File: config.mk
export PLATFORM = sky130hd
export DESIGN_NAME = uart_rx
export DESIGN_NICKNAME = d
export VERILOG_FILES = /design/src/rtl/uart_rx.sv
export SDC_FILE = /design/constraint.sdc
export NUM_CORES = 1
export LEC_CHECK = 0
export CORE_ASPECT_RATIO = 2
export CORE_MARGIN = 2
export CORE_UTILIZATION = 56
export CTS_CLUSTER_SIZE = 16
export DETAILED_ROUTE_END_ITERATION = 6
export PLACE_DENSITY = 0.89
export SLEW_MARGIN = 20
export SYNTH_ARGS = -nofsm -noshare
export SYNTH_HDL_FRONTEND = slang
export SYNTH_SLANG_ARGS = --single-unit
File: constraint.sdc
create_clock -name CLK -period 2.4 [get_ports CLK]
set_clock_uncertainty 0.15 [all_clocks]
set_input_delay 0.36 -clock CLK [delete_from_list [all_inputs] [get_ports CLK]]
set_output_delay 0.36 -clock CLK [all_outputs]
set_load 0.01 [all_outputs]
File: src/rtl/uart_rx.sv
// UART receiver: start bit, WIDTH data bits LSB first, optional parity bit,
// one stop bit. Each bit lasts PRESCALE clock cycles and is recovered by a
// majority vote of three samples around the middle of the bit.
//
// Output handshake: DATA_VALID is a one-cycle pulse with no ready/back-pressure;
// P_DATA is stable from that pulse until the next accepted frame, and
// PAR_ERR/STP_ERR describe the most recently completed frame.
module uart_rx #(
   parameter int WIDTH = 8
) (
   input  logic             CLK,
   input  logic             RST,
   input  logic             RX_IN,
   input  logic [5:0]       PRESCALE,
   input  logic             PAR_EN,
   input  logic             PAR_TYP,
   output logic [WIDTH-1:0] P_DATA,
   output logic             DATA_VALID,
   output logic             PAR_ERR,
   output logic             STP_ERR,
   output logic [2:0]       state_dbg
);

   localparam int BW = (WIDTH > 1) ? $clog2(WIDTH) : 1;

   typedef enum logic [2:0] {
      IDLE   = 3'd0,
      START  = 3'd1,
      DATA   = 3'd2,
      PARITY = 3'd3,
      STOP   = 3'd4,
      DONE   = 3'd5
   } state_t;

   state_t           state;
   logic [5:0]       edge_cnt;
   logic [BW-1:0]    bit_cnt;
   logic [WIDTH-1:0] shift_reg;
   logic             s0, s1, s2;
   logic             par_en_q, par_typ_q;
   logic             par_err_int;

   logic [5:0] half;
   logic       last_edge;
   logic       vote;

   assign half      = {1'b0, PRESCALE[5:1]};
   assign last_edge = (edge_cnt == PRESCALE - 6'd1);
   assign vote      = (s0 & s1) | (s0 & s2) | (s1 & s2);
   assign state_dbg = state;

   // Frame FSM, bit timing, mid-bit sampling and registered outputs.
   // The DONE-cycle actions are registered on the STOP->DONE edge so that
   // outputs are visible during the DONE cycle itself.
   always_ff @(posedge CLK or negedge RST) begin
      if (!RST) begin
         state       <= IDLE;
         edge_cnt    <= '0;
         bit_cnt     <= '0;
         shift_reg   <= '0;
         s0          <= 1'b0;
         s1          <= 1'b0;
         s2          <= 1'b0;
         par_en_q    <= 1'b0;
         par_typ_q   <= 1'b0;
         par_err_int <= 1'b0;
         P_DATA      <= '0;
         DATA_VALID  <= 1'b0;
         PAR_ERR     <= 1'b0;
         STP_ERR     <= 1'b0;
      end else begin
         DATA_VALID <= 1'b0;

         if (state != IDLE && state != DONE) begin
            edge_cnt <= last_edge ? 6'd0 : edge_cnt + 6'd1;
            if (edge_cnt == half - 6'd1) s0 <= RX_IN;
            if (edge_cnt == half)        s1 <= RX_IN;
            if (edge_cnt == half + 6'd1) s2 <= RX_IN;
         end

         case (state)
            IDLE, DONE: begin
               // A low line here is edge 0 of a start bit, so the counter
               // resumes at 1; this also covers back-to-back frames from DONE.
               if (!RX_IN) begin
                  state       <= START;
                  edge_cnt    <= 6'd1;
                  par_en_q    <= PAR_EN;
                  par_typ_q   <= PAR_TYP;
                  par_err_int <= 1'b0;
               end else begin
                  state    <= IDLE;
                  edge_cnt <= 6'd0;
               end
            end
            START: begin
               if (last_edge) begin
                  bit_cnt <= '0;
                  state   <= vote ? IDLE : DATA;
               end
            end
            DATA: begin
               if (last_edge) begin
                  shift_reg <= {vote, shift_reg[WIDTH-1:1]};
                  if (bit_cnt == BW'(WIDTH - 1)) begin
                     bit_cnt <= '0;
                     state   <= par_en_q ? PARITY : STOP;
                  end else begin
                     bit_cnt <= bit_cnt + 1'b1;
                  end
               end
            end
            PARITY: begin
               if (last_edge) begin
                  par_err_int <= vote != (^shift_reg ^ par_typ_q);
                  state       <= STOP;
               end
            end
            STOP: begin
               if (last_edge) begin
                  state   <= DONE;
                  PAR_ERR <= par_en_q & par_err_int;
                  STP_ERR <= ~vote;
                  if (vote && !(par_en_q && par_err_int)) begin
                     P_DATA     <= shift_reg;
                     DATA_VALID <= 1'b1;
                  end
               end
            end
            default: begin
               state    <= IDLE;
               edge_cnt <= 6'd0;
            end
         endcase
      end
   end

endmodule

# == Word-level counts from Yosys, hierarchy flattened ==
# Cells that the tools add are included.
# word_totals
ff_bits,37
word_cells,91
inputBits,11
# classes
n_bitwise,9
addsub,5
eq_ne,19
reduce_logical,21
mux,23
# op_table
cell,n
$mux W3,9
$eq A6 B6 Y1,3
$pmux W3 S5,1
$mux W6,2
$ne A2 B2 Y1 const B,6
$pmux W6 S2,1
$reduce_and A2 Y1,6
$eq A3 B3 Y1 const B,3
$reduce_and A3 Y1,3
$reduce_xor A8 Y1,1
$mux W1,7
$add A5 B1 Y6 const B,1
$add A6 B1 Y6 const B,1
$eq A3 B2 Y1 const B,2
$eq A6 B5 Y1,1
$pmux W3 S2,1
$sub A5 B1 Y6 const B,1
$sub A6 B1 Y6 const B,1
$reduce_and A5 Y1,1
$and A1 B1 Y1,4
$reduce_bool A2 Y1,2
$reduce_or A4 Y1,1
$add A3 B1 Y3 const B,1
$eq A3 B1 Y1 const B,1
13 further kinds,17

# == Logic depth before layout (Yosys ltp) ==
# depth
depth_word,7
ltp_mapped,9
ltp_nobuf,7

# == Least setup slack after synthesis ==
# No wires, ideal clock.
# synth_timing
path_kind,input-to-reg
from,input port PRESCALE[1]
to,register P_DATA[0]
path_slack_ns,-0.225
path_stages,8
required_time_ns,2.125
n_path_buf,1
arrival_ns,2.350
setup_time_ns,0.125
cell_sequence,clkbuf_1 -> inv_1 -> ha_1 -> a21boi_0 -> xnor2_1 -> o211ai_2 -> nor4_4 -> mux2_2
# synth_via
elab_chain_cells,3
# synth_lines
item,line_no,rtl
from (decl),14,"input logic [5:0] PRESCALE,"
$sub A6 B1 Y6,48,assign last_edge = (edge_cnt == PRESCALE - 6'd1);
$eq A6 B6 Y1,48,
$reduce_and A3 Y1 (no source line),--,
to (signal assigned),125,P_DATA <= shift_reg;
to (decl),17,"output logic [WIDTH-1:0] P_DATA,"
# Every way passes these cells.
# A chain may end at the register's enable or synchronous reset.

# == Worst setup path after layout ==
# layout_timing
from,input port PRESCALE[2]
to,register P_DATA[6]
# Same word-level chain as after synthesis.

==> impl_metrics.py <==
metrics = {
    "status": {
        "status": "complete, no violations",
    },
    "floorplanning": {
        "pin_count": 25,
        "num_rows": 33,
        "dieArea_mm2": 0.00470,
        "fp.coreArea_mm2": 0.00405,
        "start_util": 0.573,
        "die_h_um": 95.0,
        "die_w_um": 49.5,
    },
    "placed_design": {
        "hpwl_um": 3980,
        "placed_cells": 314,
        "place_area_mm2": 0.00281,
        "pre_cts_ws_ns": -0.558,
        "place.gp.congestion": 0.859,
        "port_buffers": 24,
    },
    "drt": {
        "routed_wirelength_um": 5780,
        "viasPerCell": 5.87,
        "wl_per_cell_um": 17.8,
        "drc_errors": 0,
        "dr_total_vias": 1903,
        "final_antenna_net_count": 0,
        "initialDrtViolationCount": 34,
        "drt-pass1-iter-count": 4,
    },
    "cts": {
        "root_buffer": "clkbuf_8",
        "cts.sinks": 37,
        "cts_hold_buf": 0,
        "insertion_delay_ns": 0.29,
        "clkTransAtPathRegs_ns": 0.07,
        "ctsLongestPathBuffers": 2,
        "cts_tree": "yes",
        "cts_made_buffers": 5,
        "h-tree-depth": 2,
    },
    "finish": {
        "utilization": 0.741,
        "num-nets-final": 291,
        "syn_to_final_growth_pct": 29.4,
        "num_antenna_cells": 0,
        "drive_above_1_share": 0.305,
        "final_area_mm2": 0.00300,
        "multi_input_area_mm2": 0.00135,
        "fin_cells": 324,
        "n_fill_cell": 292,
        "seq_area_um2": 926,
    },
    "pwr": {
        "irDropWorstVdd_mv": 0.555,
        "leakagePower_nw": 1.36,
        "p_sw_mw": 0.903,
        "swShare": 0.374,
        "internal-power_mw": 1.51,
        "combPwrFrac": 0.483,
        "seqPwrFrac": 0.355,
        "clkPwrFrac": 0.162,
        "p_per_area_mw_per_mm2": 805,
    },
    "worst_setup_path": {
        "path_max_fanout": 6,
        "end_kind": "register",
        "crit_type": "primary input to register",
        "startpoint": "PRESCALE[2]",
        "required_ns": 2.42,
        "timing.rr.start": "edge_cnt[4]",
        "cp.arrival_ns": 2.37,
        "critical_path.startpoint_type": "primary input",
    },
    "yosys": {
        "ys_ff_latch": 37,
        "synth_cell_types": 47,
        "synthFlopType": "dfrtp_1",
        "synth_cells": 218,
        "yosysWarnings": 0,
        "synth_area_mm2": 0.00232,
        "yosysSeqAreaShare": 0.399,
        "postSynthAreaPerCell_um2": 10.6,
        "synth_edf_count": 0,
        "async_flop_share": 1.00,
        "syn-num-nets": 236,
    },
    "grt": {
        "track_usage": 0.260,
        "grt_pass1_wl_um": 9160,
        "overflow": 0,
        "grt_max_degree": 38,
        "grt_pass1_vias": 2030,
        "antenna_found_initial": 0,
    },
    "timing": {
        "finalWorstSetupSlack_ns": 0.0452,
        "tightest_slew_ns": 0.440,
        "setup_tns_ns": 0,
        "hold_viol": 0,
        "grt_setup_unrepaired": "true",
        "period_needed_ns": 2.35,
        "period_share": 0.981,
        "slew_violations": 0,
        "fmax_ghz": 0.425,
        "setup_viol": 0,
        "max_slew_margin": 0.703,
    },
    "job": {
        "drv_cap": 0,
    },
    "hold_path": {
        "hold_class": "primary input to asynchronous set/reset pin",
    },
}
## per-layer routing
layer  track usage  share of wire  routed length, um
met1         0.242           0.34               1970
met5             0              0                  0
met2         0.543           0.60               3470
met4        0.0995          0.023                132
met3        0.0348          0.035                202
## stage by stage
step	hold slack, ns	total power, mW
2_1_floorplan	-0.0856	1.57
3_3_place_gp	0.346	1.89
3_5_place_dp	0.349	1.93
4_1_cts	0.353	2.37
5_1_grt	0.386	2.54
6_report	0.337	2.42
## worst paths after layout
kind                           endpoint  slack [ns]  depth (start not counted)
setup / recovery              P_DATA[6]        0.05                          9
setup reg to reg              P_DATA[6]        0.23                          6
hold / removal               DATA_VALID        0.34                          2
max in group asynchronous  state_dbg[1]        1.43                          2
min in group CLK              P_DATA[5]        0.37                          1
hold reg to reg               P_DATA[5]        0.37                          1
## power groups by stage
| stage | Combinational, mW | Clock [mW] | Sequential, mW |
|---|---|---|---|
| floorplan | 0.730 | 0 | 0.842 |
| global placement | 1.04 | 0 | 0.852 |
| detailed placement | 1.08 | 0 | 0.856 |
| CTS | 1.12 | 0.397 | 0.848 |
| global route | 1.25 | 0.419 | 0.871 |
| finish | 1.17 | 0.391 | 0.858 |
## cell families after synthesis
logic type | Yosys count | share of synthesized area
muxes | 27 | 0.128
buffers and inverters | 21 | 0.0405
and+or+nand+nor | 68 | 0.184
xor gates and xnor gates | 30 | 0.113
AOI/OAI and AO/OA | 27 | 0.0928
DFF | 37 | 0.399
adders and majority gates | 8 | 0.0421
## critical path, cell delays in order
cell,delay [ns]
dlygate4sd2_1,0.30
inv_1,0.10
ha_2,0.20
nor3b_4,0.15
a21oi_1,0.24
o211ai_2,0.17
nor4_4,0.21
bufbuf_16,0.31
mux2_2,0.32
## layout by cell type, fill, tap and decap left out, types with 2 or more instances in the layout
cell type	instances
buf_4	32
xor2_1	9
nand2_1	14
nand2b_1	5
a21oi_1	3
clkdlybuf4s50_1	19
nand4b_1	3
ha_2	2
and3_1	4
o41ai_1	2
nand4_1	2
nor3_2	2
o211ai_1	3
nor2b_1	2
nor2_1	7
and3b_1	2
nor4_4	2
inv_1	10
mux2_2	21
o21ai_0	3
or4_1	2
clkbuf_8	5
buf_12	2
a22o_1	2
dfrtp_1	37
xnor2_1	19
nor4b_1	3
or2_2	4
mux2i_1	6
or4b_2	2
ha_1	5
nor3_1	4
dlygate4sd2_1	3
nand3_1	5
## synth_stat cells (2+ instances only)
| library cell | instances | share of area |
|---|---|---|
| dfrtp_1 | 37 | 0.40 |
| mux2_2 | 21 | 0.10 |
| xnor2_1 | 20 | 0.076 |
| nand2_1 | 14 | 0.023 |
| inv_1 | 10 | 0.016 |
| xor2_1 | 10 | 0.038 |
| ha_1 | 7 | 0.038 |
| nor2_1 | 7 | 0.011 |
| buf_2 | 6 | 0.013 |
| mux2i_1 | 6 | 0.026 |
| nand2b_1 | 5 | 0.013 |
| nand3_1 | 5 | 0.011 |
| nor3_1 | 5 | 0.011 |
| and3_1 | 4 | 0.011 |
| clkbuf_1 | 4 | 0.0065 |
| or2_2 | 4 | 0.011 |
| a21oi_1 | 3 | 0.0065 |
| nand4b_1 | 3 | 0.011 |
| nor2b_1 | 3 | 0.0081 |
| nor4b_1 | 3 | 0.011 |
| o211ai_1 | 3 | 0.0097 |
| o21ai_0 | 3 | 0.0065 |
| a21boi_0 | 2 | 0.0065 |
| a22o_1 | 2 | 0.0076 |
| and3b_1 | 2 | 0.0076 |
| nand4_1 | 2 | 0.0054 |
| nor3b_1 | 2 | 0.0065 |
| nor4_4 | 2 | 0.018 |
| o41ai_1 | 2 | 0.0076 |
| or3_1 | 2 | 0.0054 |
| or4_1 | 2 | 0.0065 |
| or4b_2 | 2 | 0.0086 |
## area by class of cell
class,count,share of cell area
clock buffer,5,0.0229
clock inverter,1,0.00167
inverter,10,0.0125
multi-input combinational,160,0.449
sequential,37,0.309
tap,52,0.0217
timing repair buffer,59,0.184
## timing repair
| action | 4_1_cts | 5_1_grt |
|---|---|---|
| endpoints found under the hold margin | 0 | 0 |
| gates cloned | 1 | 0 |
| setup buffers | 3 | 0 |
| endpoints found under the setup margin | 31 | 19 |
| resized for setup | 12 | 3 |
| pin swaps | 9 | 2 |
Note: power is estimated with default switching activity, not from simulation.
